$ cat src/rtl/intc_request_arbiter.sv
// Interrupt request capture, priority resolution and INTA handshake sequencing.
// Optional build macro INTC_LEVEL_TRIG_EN: irr follows the registered irq level instead of edges.
module intc_request_arbiter #(
    parameter logic [7:0] VECTOR_BASE = 8'h20,
    parameter int         NUM_IRQ     = 6
) (
    input  logic               clk,
    input  logic               reset,
    input  logic [NUM_IRQ-1:0] irq,
    input  logic [NUM_IRQ-1:0] imr,
    input  logic [NUM_IRQ-1:0] isr_in,
    input  logic               inta,
    output logic               intr,
    output logic               isr_ld,
    output logic [NUM_IRQ-1:0] isr_din,
    output logic               vec_valid,
    output logic [7:0]         vector,
    output logic [NUM_IRQ-1:0] irr
);

    typedef enum logic [1:0] {
        IDLE = 2'd0,
        REQ  = 2'd1,
        ACK  = 2'd2,
        HOLD = 2'd3
    } state_t;

    localparam logic [2:0] NONE_IDX = 3'd7;

    // Lowest set index wins; NONE_IDX when nothing is set, so it never compares as higher priority.
    function automatic logic [2:0] lowest_idx(input logic [NUM_IRQ-1:0] v);
        logic [2:0] idx;
        idx = NONE_IDX;
        for (int i = NUM_IRQ - 1; i >= 0; i--) begin
            if (v[i]) begin
                idx = i[2:0];
            end else begin
                idx = idx;
            end
        end
        return idx;
    endfunction

    state_t             state_r, state_s;
    logic [NUM_IRQ-1:0] irq_q_r;
    logic [NUM_IRQ-1:0] irr_r, irr_s;
    logic [NUM_IRQ-1:0] clr_s;
    logic [NUM_IRQ-1:0] eligible_s;
    logic [NUM_IRQ-1:0] onehot_s;
    logic [2:0]         win_idx_s, isr_idx_s;
    logic               win_ok_s;
    logic               intr_r, intr_s;
    logic               isr_ld_r, isr_ld_s;
    logic [NUM_IRQ-1:0] isr_din_r, isr_din_s;
    logic               vec_valid_r, vec_valid_s;
    logic [7:0]         vector_r, vector_s;

    // Priority resolution against the in-service bits.
    always_comb begin
        eligible_s = irr_r & ~imr;
        win_idx_s  = lowest_idx(eligible_s);
        isr_idx_s  = lowest_idx(isr_in);
        win_ok_s   = (win_idx_s != NONE_IDX) && (win_idx_s < isr_idx_s);
        onehot_s   = {{(NUM_IRQ-1){1'b0}}, 1'b1} << win_idx_s;
    end

    // Next-state and registered-output values for the handshake FSM.
    always_comb begin
        state_s     = state_r;
        intr_s      = 1'b0;
        isr_ld_s    = 1'b0;
        isr_din_s   = {NUM_IRQ{1'b0}};
        vec_valid_s = 1'b0;
        vector_s    = vector_r;
        clr_s       = {NUM_IRQ{1'b0}};
        case (state_r)
            IDLE: begin
                if (win_ok_s) begin
                    state_s = REQ;
                    intr_s  = 1'b1;
                end else begin
                    state_s = IDLE;
                end
            end
            REQ: begin
                if (inta) begin
                    state_s     = ACK;
                    vec_valid_s = 1'b1;
                    if (win_ok_s) begin
                        isr_ld_s  = 1'b1;
                        isr_din_s = onehot_s;
                        clr_s     = onehot_s;
                        vector_s  = VECTOR_BASE + {5'd0, win_idx_s};
                    end else begin
                        vector_s  = VECTOR_BASE + 8'd7;
                    end
                end else if (win_ok_s) begin
                    state_s = REQ;
                    intr_s  = 1'b1;
                end else begin
                    state_s = IDLE;
                end
            end
            ACK: begin
                if (inta) begin
                    state_s = HOLD;
                end else begin
                    state_s = IDLE;
                end
            end
            HOLD: begin
                if (!inta) begin
                    state_s = IDLE;
                end else begin
                    state_s = HOLD;
                end
            end
            default: begin
                state_s = IDLE;
            end
        endcase
    end

`ifdef INTC_LEVEL_TRIG_EN
    // Level capture: the grant clears the bit only for the grant cycle.
    always_comb begin
        irr_s = irq_q_r & ~clr_s;
    end
`else
    logic [NUM_IRQ-1:0] rise_s;

    // Edge capture: a new edge beats a simultaneous grant-clear of the same bit.
    always_comb begin
        rise_s = irq & ~irq_q_r;
        irr_s  = (irr_r & ~clr_s) | rise_s;
    end
`endif

    // State, capture and output registers.
    always_ff @(posedge clk or negedge reset) begin
        if (!reset) begin
            state_r     <= IDLE;
            irq_q_r     <= {NUM_IRQ{1'b0}};
            irr_r       <= {NUM_IRQ{1'b0}};
            intr_r      <= 1'b0;
            isr_ld_r    <= 1'b0;
            isr_din_r   <= {NUM_IRQ{1'b0}};
            vec_valid_r <= 1'b0;
            vector_r    <= 8'h00;
        end else begin
            state_r     <= state_s;
            irq_q_r     <= irq;
            irr_r       <= irr_s;
            intr_r      <= intr_s;
            isr_ld_r    <= isr_ld_s;
            isr_din_r   <= isr_din_s;
            vec_valid_r <= vec_valid_s;
            vector_r    <= vector_s;
        end
    end

    assign intr      = intr_r;
    assign isr_ld    = isr_ld_r;
    assign isr_din   = isr_din_r;
    assign vec_valid = vec_valid_r;
    assign vector    = vector_r;
    assign irr       = irr_r;

endmodule
$ cat config.mk
export PLATFORM = sky130hd
export DESIGN_NAME = intc_request_arbiter
export DESIGN_NICKNAME = d
export VERILOG_FILES = /design/src/rtl/intc_request_arbiter.sv
export SDC_FILE = /design/constraint.sdc
export NUM_CORES = 1
export LEC_CHECK = 0
export ABC_CLOCK_PERIOD_IN_PS = 2009
export BUFFER_PORTS_ARGS = -buffer_cell sky130_fd_sc_hd__buf_2
export CAP_MARGIN = 20
export CELL_PAD_IN_SITES_DETAIL_PLACEMENT = 1
export CELL_PAD_IN_SITES_GLOBAL_PLACEMENT = 2
export CORE_UTILIZATION = 27
export DETAILED_ROUTE_END_ITERATION = 12
export PLACE_DENSITY_LB_ADDON = 0.1
export SKIP_CTS_REPAIR_TIMING = 1
export SYNTH_ARGS = -nofsm -noshare
export SYNTH_HDL_FRONTEND = slang
export SYNTH_SLANG_ARGS = --single-unit
export TNS_END_PERCENT = 20
$ cat constraint.sdc
create_clock -name clk -period 2.01 [get_ports clk]
set_input_delay 0.1005 -clock clk [delete_from_list [all_inputs] [get_ports clk]]
set_output_delay 0.1005 -clock clk [all_outputs]
set_load 0.01 [all_outputs]
==> impl_metrics.env, run 1 <==
export IMPL_outcome="finished with violations"
export IMPL_violations="setup timing"
export IMPL_drive_gt1_share_pct=45.6
export IMPL_postSynthRegisterBits=27
export IMPL_cts_clk_slew_worst_paths_ns=0.09
export IMPL_coreArea_sq_um=4410
export IMPL_netlist_area_leader_share_pct=53.9
export IMPL_ys_async_sr_fraction_pct=100
export IMPL_switching_power_mw=0.390
export IMPL_cp_cell_sequence="nor2b_4 > nor4_4 > ha_4 > nand2_2 > o21ai_4 > nor4_4 > buf_4 > a41oi_1"
export IMPL_crit_path_start="irr[3]"
export IMPL_synth_edf_count=0
export IMPL_crit_end="irr[2]"
export IMPL_cp_start_kind="register"
export IMPL_worst_slack_ns=-0.0169
export IMPL_fin_util_pct=41.0
export IMPL_dpl_cell_count=217
export IMPL_maxCapViolations=0
export IMPL_avgSynthCellArea_sq_um=11.2
export IMPL_power_share_clock_pct=24.1
export IMPL_p_leak_nw=0.842
export IMPL_combPwrFrac_pct=26.7
export IMPL_nNetsFinal=203
export IMPL_slowest_stage="dfrtp_1"
export IMPL_ant_nets=0
export IMPL_die_h_um=70.1
export IMPL_worst_ep_required_time_ns=2.15
export IMPL_cts_sinks=27
export IMPL_finalSetupTns_ns=-0.0169
export IMPL_io_pins=44
export IMPL_hold_class="input pin to register"
export IMPL_nFillCells=504
export IMPL_critPathArrivalTime_ns=2.17
export IMPL_crit_type="register to register"
export IMPL_wirelength_um=3210
export IMPL_ys_top_cells_by_count="27 x dfrtp_1, 9 x nor2_1, 8 x nand2_1"
export IMPL_place_hpwl_um=2500
export IMPL_htree_num_levels=1
export IMPL_die_area_sq_um=4920
export IMPL_power_frac_seq_pct=49.2
export IMPL_antenna_found_initial=0
export IMPL_hold_viol=0
export IMPL_period_share_pct=101
export IMPL_worst_pin_slew_ns=0.625
export IMPL_rsz0062_at_grt="yes"
export IMPL_yosys_warnings=0
export IMPL_relSlewSlack_pct=58.4
export IMPL_gp_congestion=0.800
export IMPL_worst_path_buf_inv=1
export IMPL_ys_flop_type="dfrtp_1"
export IMPL_sw_frac_of_total_pct=30.3
export IMPL_post_drt_wl_per_cell_um=13.8
export IMPL_tritoncts="built"
export IMPL_avgViaCountPerCell=4.66
export IMPL_p_int_mw=0.895
export IMPL_drt_iter0_markers=22
export IMPL_synth_area_sq_um=1250
export IMPL_r2r_end="irr[2]"
export IMPL_max_clock_freq_mhz=493
export IMPL_min_from="inta"
export IMPL_critPathMaxStageDelay_ns=0.39
export IMPL_yosys_area_top_type="dfrtp_1"
export IMPL_start_util_pct=28.4
export IMPL_clockBufferDepth=2
export IMPL_crit_path_max_fanout=7
export IMPL_port_buffer_count=39
export IMPL_grt_overflow=0
export IMPL_synth_area_top_cells="dfrtp_1 54%, nand2b_1 3.0%, nor2b_1 3.0%"
export IMPL_die_w_um=70.1
export IMPL_path_depth=8
export IMPL_diodes=0
export IMPL_syn_to_final_growth_pct=44.4
export IMPL_ys_seq_area_share_pct=53.9
export IMPL_p_total_mw=1.28
export IMPL_grt_max_degree=28
export IMPL_num_rows=24
export IMPL_synthDistinctLibCells=36
export IMPL_regArea_sq_um=676
export IMPL_grt_usage_pct=13.9
export IMPL_clkLatencyLatePin_ns=0.27
export IMPL_pre_cts_ws_ns=-0.0764
export IMPL_timing_rr_start="irr[3]"
export IMPL_powerDensity_nw_per_um2=709
export IMPL_final_cell_count_no_fill=232
export IMPL_grt_pass1_vias=1084
export IMPL_grt_first_pass_wirelength_um=5420
export IMPL_finalSetupViolCount=1
export IMPL_cp_top_family="simple AND/OR/NAND/NOR gates"
export IMPL_multi_input_area_sq_um=601
export IMPL_yosysMostFrequentCell="dfrtp_1"
export IMPL_vias=1082
export IMPL_fin_skew_ns=0.00569
export IMPL_postSynthCellCount=112
export IMPL_worstSetupEndpointType="register"
export IMPL_numCtsBuffers=3
export IMPL_reg2reg_depth=8
export IMPL_firstDrtPassIters=4
export IMPL_slew_viol_final=0
export IMPL_drcViolationCount=0
export IMPL_min_period_ns=2.03
export IMPL_r2r_slack_ns=-0.02
export IMPL_vdd_drop_max_uv=558
export IMPL_cpMostUsedCell="nor4_4"
export IMPL_cts_root_buf="clkbuf_8"
==> cell usage in the layout, fill, tap and decap left out, types with 5 or more instances in the layout <==
master,Yosys,routed
a21oi_1,7,7
nand2b_1,6,6
buf_4,4,19
nand2_1,8,5
nor2b_1,6,5
nor2_1,9,8
buf_2,0,39
dlygate4sd3_1,0,7
nor3_1,5,5
dfrtp_1,27,27
==> power groups by stage <==
stage | combinational, mW | sequential (mW) | clock [mW]
4_1_cts | 0.329 | 0.633 | 0.331
6_report | 0.343 | 0.632 | 0.309
5_1_grt | 0.379 | 0.641 | 0.347
3_3_place_gp | 0.323 | 0.639 | 0
3_5_place_dp | 0.328 | 0.642 | 0
2_1_floorplan | 0.166 | 0.662 | 0
==> worst register-to-register path, stage by stage (launching register included) <==
cell	delay, ns
dfrtp_1	0.39
nor2b_4	0.15
nor4_4	0.33
ha_4	0.28
nand2_2	0.08
o21ai_4	0.10
nor4_4	0.28
buf_4	0.18
a41oi_1	0.12
==> state kept, by name, indices dropped and copies added (netlist names) <==
| name | flops |
|---|---|
| intr | 1 |
| state_r | 2 |
| irq_q_r | 6 |
| isr_ld | 1 |
| irr | 6 |
| vec_valid | 1 |
| vector | 4 |
| isr_din | 6 |
==> final cells by class <==
class	instances	share of cell area [%]
Timing Repair Buffer	65	22.5
Clock inverter	1	0.276
Sequential cell	27	37.3
Inverter	4	0.829
Multi-Input combinational cell	80	33.2
Tap cell	52	3.59
Clock buffer	3	2.28
==> logic make-up after synthesis <==
logic type               count (synthesis)  share of synthesized area, %
AND/OR/NAND/NOR                         53                          26.7
flip-flops                              27                          53.9
AO/OA/AOI/OAI                           22                          14.5
buffers and inverters                    8                          3.59
adder cells (fa/ha/maj)                  1                         0.998
other                                    1                         0.299
==> worst min-delay path by stage <==
stage,end,slack (ns),depth (start not counted)
floorplan,intr,-0.20,0
global placement,intr,0.14,1
detailed placement,state_r[1],0.16,1
CTS,vector[5],-0.14,1
global route,state_r[0],0.09,2
finish,state_r[0],0.09,2
==> stage by stage <==
| stage | hold WS [ns] | instance area, sq um |
|---|---|---|
| detailed placement | 0.159 | 1650 |
| global placement | 0.138 | 1650 |
| floorplan | -0.195 | 1310 |
| CTS | -0.144 | 1700 |
| global route | 0.0870 | 1810 |
| finish | 0.0865 | 1810 |
==> metal layers <==
metal,track usage [%],wire length (um),vias up
met5,0,0,-
met4,3.78,47,0
met3,3.32,124,6
met2,21.9,1580,28
met1,19.0,1460,525
li1,-,-,523
Note: power is estimated with default switching activity, not from simulation.
==> run 2, diff against run 1 <==
- ABC_AREA: default -> 1
- GPL_TIMING_DRIVEN: default -> 0
==> impl_metrics.env, run 2 <==
export IMPL_outcome="finished, final reports clean"
export IMPL_synth_area_sq_um=1390
export IMPL_final_cell_count_no_fill=262
export IMPL_worstSetupEndpointType="register"
export IMPL_grt_max_degree=28
export IMPL_holdPathEnd="state_r[0]"
export IMPL_tritoncts="built"
export IMPL_numCtsBuffers=3
export IMPL_power_frac_seq_pct=47.6
export IMPL_fin_util_pct=37.2
export IMPL_r2r_slack_ns=0.18
export IMPL_yosys_area_top_type="dfrtp_1"
export IMPL_slowest_stage="dfrtp_1"
export IMPL_coreArea_sq_um=4850
export IMPL_synth_xor_area_share_pct=0
export IMPL_htree_num_levels=1
export IMPL_synthDistinctLibCells=29
export IMPL_holdPathStages=3
export IMPL_min_from="inta"
export IMPL_wirelength_um=2800
export IMPL_postSynthCellCount=142
export IMPL_ys_async_sr_fraction_pct=100
export IMPL_antenna_found_initial=0
export IMPL_sw_frac_of_total_pct=33.3
export IMPL_critPathMaxStageDelay_ns=0.43
export IMPL_timing_rr_start="irr[0]"
export IMPL_hold_class="input pin to register"
export IMPL_avgSynthCellArea_sq_um=9.78
export IMPL_synth_compound_area_share_pct=8.74
export IMPL_clkLatencyLatePin_ns=0.28
export IMPL_post_drt_wl_per_cell_um=10.7
export IMPL_fin_skew_ns=0.00116
export IMPL_clockBufferDepth=2
export IMPL_worst_slack_ns=0.177
export IMPL_drive_gt1_share_pct=43.6
export IMPL_finalSetupViolCount=0
export IMPL_cts_root_buf="clkbuf_8"
export IMPL_critPathArrivalTime_ns=2.01
export IMPL_maxCapViolations=0
export IMPL_netlist_area_leader_share_pct=48.6
export IMPL_avgViaCountPerCell=3.91
export IMPL_p_int_mw=0.908
export IMPL_switching_power_mw=0.454
export IMPL_most_common_layout_cells="39 x buf_2, 27 x inv_1, 27 x dfrtp_1"
export IMPL_cp_start_kind="register"
export IMPL_drcViolationCount=0
export IMPL_die_area_sq_um=5430
export IMPL_port_buffer_count=39
export IMPL_grt_pass1_vias=1048
export IMPL_num_rows=25
export IMPL_reg2reg_depth=10
export IMPL_ant_nets=0
export IMPL_vdd_drop_max_uv=348
export IMPL_syn_to_final_growth_pct=29.8
export IMPL_crit_path_max_fanout=5
export IMPL_slew_viol_final=0
export IMPL_place_hpwl_um=2240
export IMPL_ys_top_cells_by_count="27 x dfrtp_1, 27 x inv_1, 22 x nand2_1"
export IMPL_die_h_um=73.7
export IMPL_vias=1025
export IMPL_grt_first_pass_wirelength_um=4870
export IMPL_synth_fa_ha_area_share_pct=0.901
export IMPL_r2r_end="irr[5]"
export IMPL_p_total_mw=1.36
export IMPL_hold_viol=0
export IMPL_synth_edf_count=0
export IMPL_dpl_cell_count=251
export IMPL_combPwrFrac_pct=28.5
export IMPL_worst_pin_slew_ns=0.618
export IMPL_powerDensity_nw_per_um2=755
export IMPL_grt_usage_pct=12.0
export IMPL_cp_cell_sequence="nand2_4 > nand2_2 > nor2_4 > ha_1 > inv_1 > nor2_4 > nor2_8 > nand4_4 > o21bai_2 > nand2_1"
export IMPL_synth_top_family_by_area="simple AND/OR/NAND/NOR gates"
export IMPL_nNetsFinal=218
export IMPL_rsz0062_at_grt="no"
export IMPL_layout_commonest_cell="buf_2"
export IMPL_grt_overflow=0
export IMPL_io_pins=44
export IMPL_diodes=0
export IMPL_min_period_ns=1.83
export IMPL_cpMostUsedCell="nor2_4"
export IMPL_drt_iter0_markers=22
export IMPL_max_clock_freq_mhz=546
export IMPL_period_share_pct=91.2
export IMPL_relSlewSlack_pct=58.8
export IMPL_gp_congestion=0.745
export IMPL_firstDrtPassIters=3
export IMPL_nFillCells=585
export IMPL_p_leak_nw=0.967
export IMPL_yosys_warnings=0
export IMPL_pre_cts_ws_ns=0.0712
export IMPL_ys_seq_area_share_pct=48.6
export IMPL_start_util_pct=28.6
export IMPL_ys_flop_type="dfrtp_1"
export IMPL_postSynthRegisterBits=27
export IMPL_crit_type="register to register"
export IMPL_die_w_um=73.7
export IMPL_cts_clk_slew_worst_paths_ns=0.10
export IMPL_cts_sinks=27
export IMPL_power_share_clock_pct=23.9
export IMPL_synth_simple_gate_area_share_pct=30.7
export IMPL_synth_area_top_cells="dfrtp_1 49%, inv_1 7.3%, nand2_1 5.9%"
export IMPL_finalSetupTns_ns=0
export IMPL_worst_ep_required_time_ns=2.19
export IMPL_synth_mux_area_share_pct=0
[run 2: cells by family after synthesis]
logic type	count (synthesis)
other	1
buffers and inverters	35
and+or+nand+nor	63
DFF	27
AOI/OAI and AO/OA	15
adders and majority gates	1
[run 2: cell type report]
| type | instances | area, sq um | share of cell area (%) |
|---|---|---|---|
| well taps | 67 | 83.8 | 4.65 |
| inverters | 31 | 119 | 6.59 |
| multi-input cells | 83 | 581 | 32.2 |
| plain buffers | 4 | 30.0 | 1.67 |
| flip-flops and latches | 27 | 676 | 37.5 |
| clock buffers | 3 | 41.3 | 2.29 |
| clock inverters | 1 | 7.51 | 0.416 |
| repair buffers | 46 | 265 | 14.7 |
[run 2: metal layers]
layer | global-route usage, % | vias up | part of all wire [%]
met2 | 20.2 | 30 | 49
met4 | 3.21 | 0 | 1.1
met1 | 15.4 | 464 | 45
li1 | - | 527 | -
met5 | 0 | - | 0
met3 | 2.61 | 4 | 4.6
[run 2: critical path, delay by kind of cell (launching register included)]
| kind | cells | cell delay, ns |
|---|---|---|
| buf+inv | 1 | 0.11 |
| compound gates | 1 | 0.15 |
| fa+ha+maj | 1 | 0.29 |
| flops | 1 | 0.43 |
| simple gates | 7 | 0.75 |
[run 2: power groups by stage]
stage	clock network, mW	registers [mW]	logic, mW
2_1_floorplan	0	0.684	0.235
3_3_place_gp	0	0.657	0.379
3_5_place_dp	0	0.661	0.387
4_1_cts	0.345	0.650	0.389
5_1_grt	0.366	0.659	0.442
6_report	0.325	0.648	0.388
[run 2: worst max-delay path by stage]
stage / startpoint / end / slack (ns) / depth (start not counted)
2_1_floorplan: irr[0] / irr[1] / 0.24 / 10
4_1_cts: irr[0] / irr[0] / 0.04 / 10
6_report: irr[0] / irr[5] / 0.18 / 10
5_1_grt: irr[0] / irr[0] / 0.02 / 10
3_5_place_dp: irr[0] / irr[3] / 0.07 / 10
3_3_place_gp: irr[0] / irr[2] / 0.1 / 10
[run 2: through the flow]
stage	hold slack [ns]	cell area, sq um
2_1_floorplan	-0.195	1400
3_3_place_gp	0.150	1680
3_5_place_dp	0.162	1680
4_1_cts	-0.150	1730
5_1_grt	0.116	1800
6_report	0.0898	1800
==> run 3, diff against run 2 <==
- CELL_PAD_IN_SITES_DETAIL_PLACEMENT: 1 -> default
- CELL_PAD_IN_SITES_GLOBAL_PLACEMENT: 2 -> default
- CORE_UTILIZATION: 27 -> 40
- CTS_BUF_LIST: default -> sky130_fd_sc_hd__clkbuf_4
- PLACE_DENSITY: default -> 0.68
- PLACE_DENSITY_LB_ADDON: 0.1 -> default
==> impl_metrics.env, run 3 (synthesis gave the netlist of run 2 again) <==
export IMPL_clockBufferDepth=2
export IMPL_cpMostUsedCell="nor2_4"
export IMPL_drive_gt1_share_pct=43.6
export IMPL_antenna_found_initial=0
export IMPL_worst_pin_slew_ns=0.593
export IMPL_p_total_mw=1.27
export IMPL_clkLatencyLatePin_ns=0.33
export IMPL_grt_usage_pct=13.7
export IMPL_hold_slack_ns=0.0226
export IMPL_critPathArrivalTime_ns=2.07
export IMPL_postPlaceCellArea_sq_um=1650
export IMPL_cp_cell_sequence="nand2_4 > nand2_2 > nor2_4 > ha_1 > inv_1 > nor2_4 > nor2_8 > nand4_4 > o21bai_2 > nand2_1"
export IMPL_vias=1035
export IMPL_switching_power_mw=0.430
export IMPL_p_int_mw=0.841
export IMPL_diodes=0
export IMPL_syn_to_final_growth_pct=26.4
export IMPL_nFillCells=331
export IMPL_sw_frac_of_total_pct=33.8
export IMPL_power_share_clock_pct=18.8
export IMPL_finalSetupTns_ns=0
export IMPL_min_period_ns=1.84
export IMPL_wirelength_um=2460
export IMPL_avgViaCountPerCell=4.29
export IMPL_grt_first_pass_wirelength_um=3620
export IMPL_cts_root_buf="clkbuf_4"
export IMPL_worst_path_buf_inv=1
export IMPL_ant_nets=0
export IMPL_finalSetupViolCount=0
export IMPL_worst_ep_required_time_ns=2.25
export IMPL_numCtsBuffers=3
export IMPL_p_leak_nw=0.963
export IMPL_crit_type="register to register"
export IMPL_cp_top_family="simple AND/OR/NAND/NOR gates"
export IMPL_grt_pass1_vias=865
export IMPL_crit_path_max_fanout=5
export IMPL_tritoncts="built"
export IMPL_layout_commonest_cell="buf_2"
export IMPL_num_rows=21
export IMPL_io_pins=44
export IMPL_firstDrtPassIters=4
export IMPL_maxCapViolations=0
export IMPL_drcViolationCount=0
export IMPL_cts_sinks=27
export IMPL_start_util_pct=41.6
export IMPL_slowest_stage="dfrtp_1"
export IMPL_vdd_drop_max_uv=365
export IMPL_outcome="finished, final reports clean"
export IMPL_hold_class="input pin to register"
export IMPL_gp_congestion=0.758
export IMPL_final_cell_count_no_fill=241
export IMPL_combPwrFrac_pct=30.1
export IMPL_stdcell_area_sq_um=1760
export IMPL_cp_start_kind="register"
export IMPL_nNetsFinal=218
export IMPL_grt_max_degree=28
export IMPL_die_w_um=60.9
export IMPL_period_share_pct=91.5
export IMPL_critPathMaxStageDelay_ns=0.45
export IMPL_place_hpwl_um=1860
export IMPL_cts_clk_slew_worst_paths_ns=0.15
export IMPL_grt_overflow=0
export IMPL_dpl_cell_count=230
export IMPL_fin_skew_ns=0.00458
export IMPL_htree_num_levels=1
export IMPL_port_buffer_count=39
export IMPL_die_area_sq_um=3710
export IMPL_slew_viol_final=0
export IMPL_post_drt_wl_per_cell_um=10.2
export IMPL_power_frac_seq_pct=51.1
export IMPL_coreArea_sq_um=3340
export IMPL_most_common_layout_cells="39 x buf_2, 27 x inv_1, 27 x dfrtp_1"
export IMPL_drt_iter0_markers=9
export IMPL_worstSetupEndpointType="register"
export IMPL_rsz0062_at_grt="no"
export IMPL_powerDensity_nw_per_um2=724
export IMPL_die_h_um=60.9
export IMPL_hold_viol=0
export IMPL_relSlewSlack_pct=60.5
export IMPL_max_clock_freq_mhz=544
## run 3: changes by cell type in the layout (fill, tap and decap cells not counted)
cell        previous run  this run
clkbuf_4               0         3
clkbuf_8               3         0
clkinv_2               0         1
clkinvlp_4             1         0
## run 3: layout make-up
| type | instances | area (sq um) | area share (%) |
|---|---|---|---|
| plain buffers | 4 | 30.0 | 1.71 |
| clock buffers | 3 | 22.5 | 1.28 |
| clock inverters | 1 | 5.00 | 0.285 |
| inverters | 31 | 119 | 6.77 |
| multi-input cells | 83 | 581 | 33.1 |
| flip-flops and latches | 27 | 676 | 38.5 |
| well taps | 46 | 57.6 | 3.28 |
| repair buffers | 46 | 265 | 15.1 |
## run 3: stage by stage
stage | setup slack [ns] | util (%)
final | 0.170 | 52.6
after global routing | 0.00574 | 52.6
after CTS | 0.0955 | 50.4
after detailed placement | 0.123 | 49.5
after global placement | 0.143 | 49.5
after floorplan | 0.238 | -
## run 3: worst register-to-register path: stages (launching register included)
cell      delay (ns)
dfrtp_1         0.45
nand2_4         0.12
nand2_2         0.08
nor2_4          0.15
ha_1            0.29
inv_1           0.11
nor2_4          0.06
nor2_8          0.12
nand4_4         0.16
o21bai_2        0.16
nand2_1         0.07
## run 3: path summary, 6_finish.rpt
path,from,to,slack [ns],cells after the start
min,inta,state_r[0],0.02,3
min reg2reg,irq_q_r[4],irr[4],0.47,1
max,irr[0],irr[5],0.17,10
min in group asynchronous,reset,vector[1],0.28,2
max reg2reg,irr[0],irr[5],0.17,10
max in group asynchronous,reset,irr[0],1.34,2
## run 3: per-layer routing
metal  global-route usage (%)  vias up  share of wire, %
li1                         -      529                 -
met1                     16.7      470                43
met2                     22.9       31                49
met3                     2.77        5               5.2
met4                     6.82        0               1.9
met5                        0        -                 0
## run 3: power groups by stage
| stage | clock network, mW | registers, mW | logic [mW] |
|---|---|---|---|
| 2_1_floorplan | 0 | 0.684 | 0.235 |
| 3_3_place_gp | 0 | 0.658 | 0.367 |
| 3_5_place_dp | 0 | 0.662 | 0.374 |
| 4_1_cts | 0.248 | 0.651 | 0.377 |
| 5_1_grt | 0.262 | 0.659 | 0.435 |
| 6_report | 0.239 | 0.649 | 0.382 |
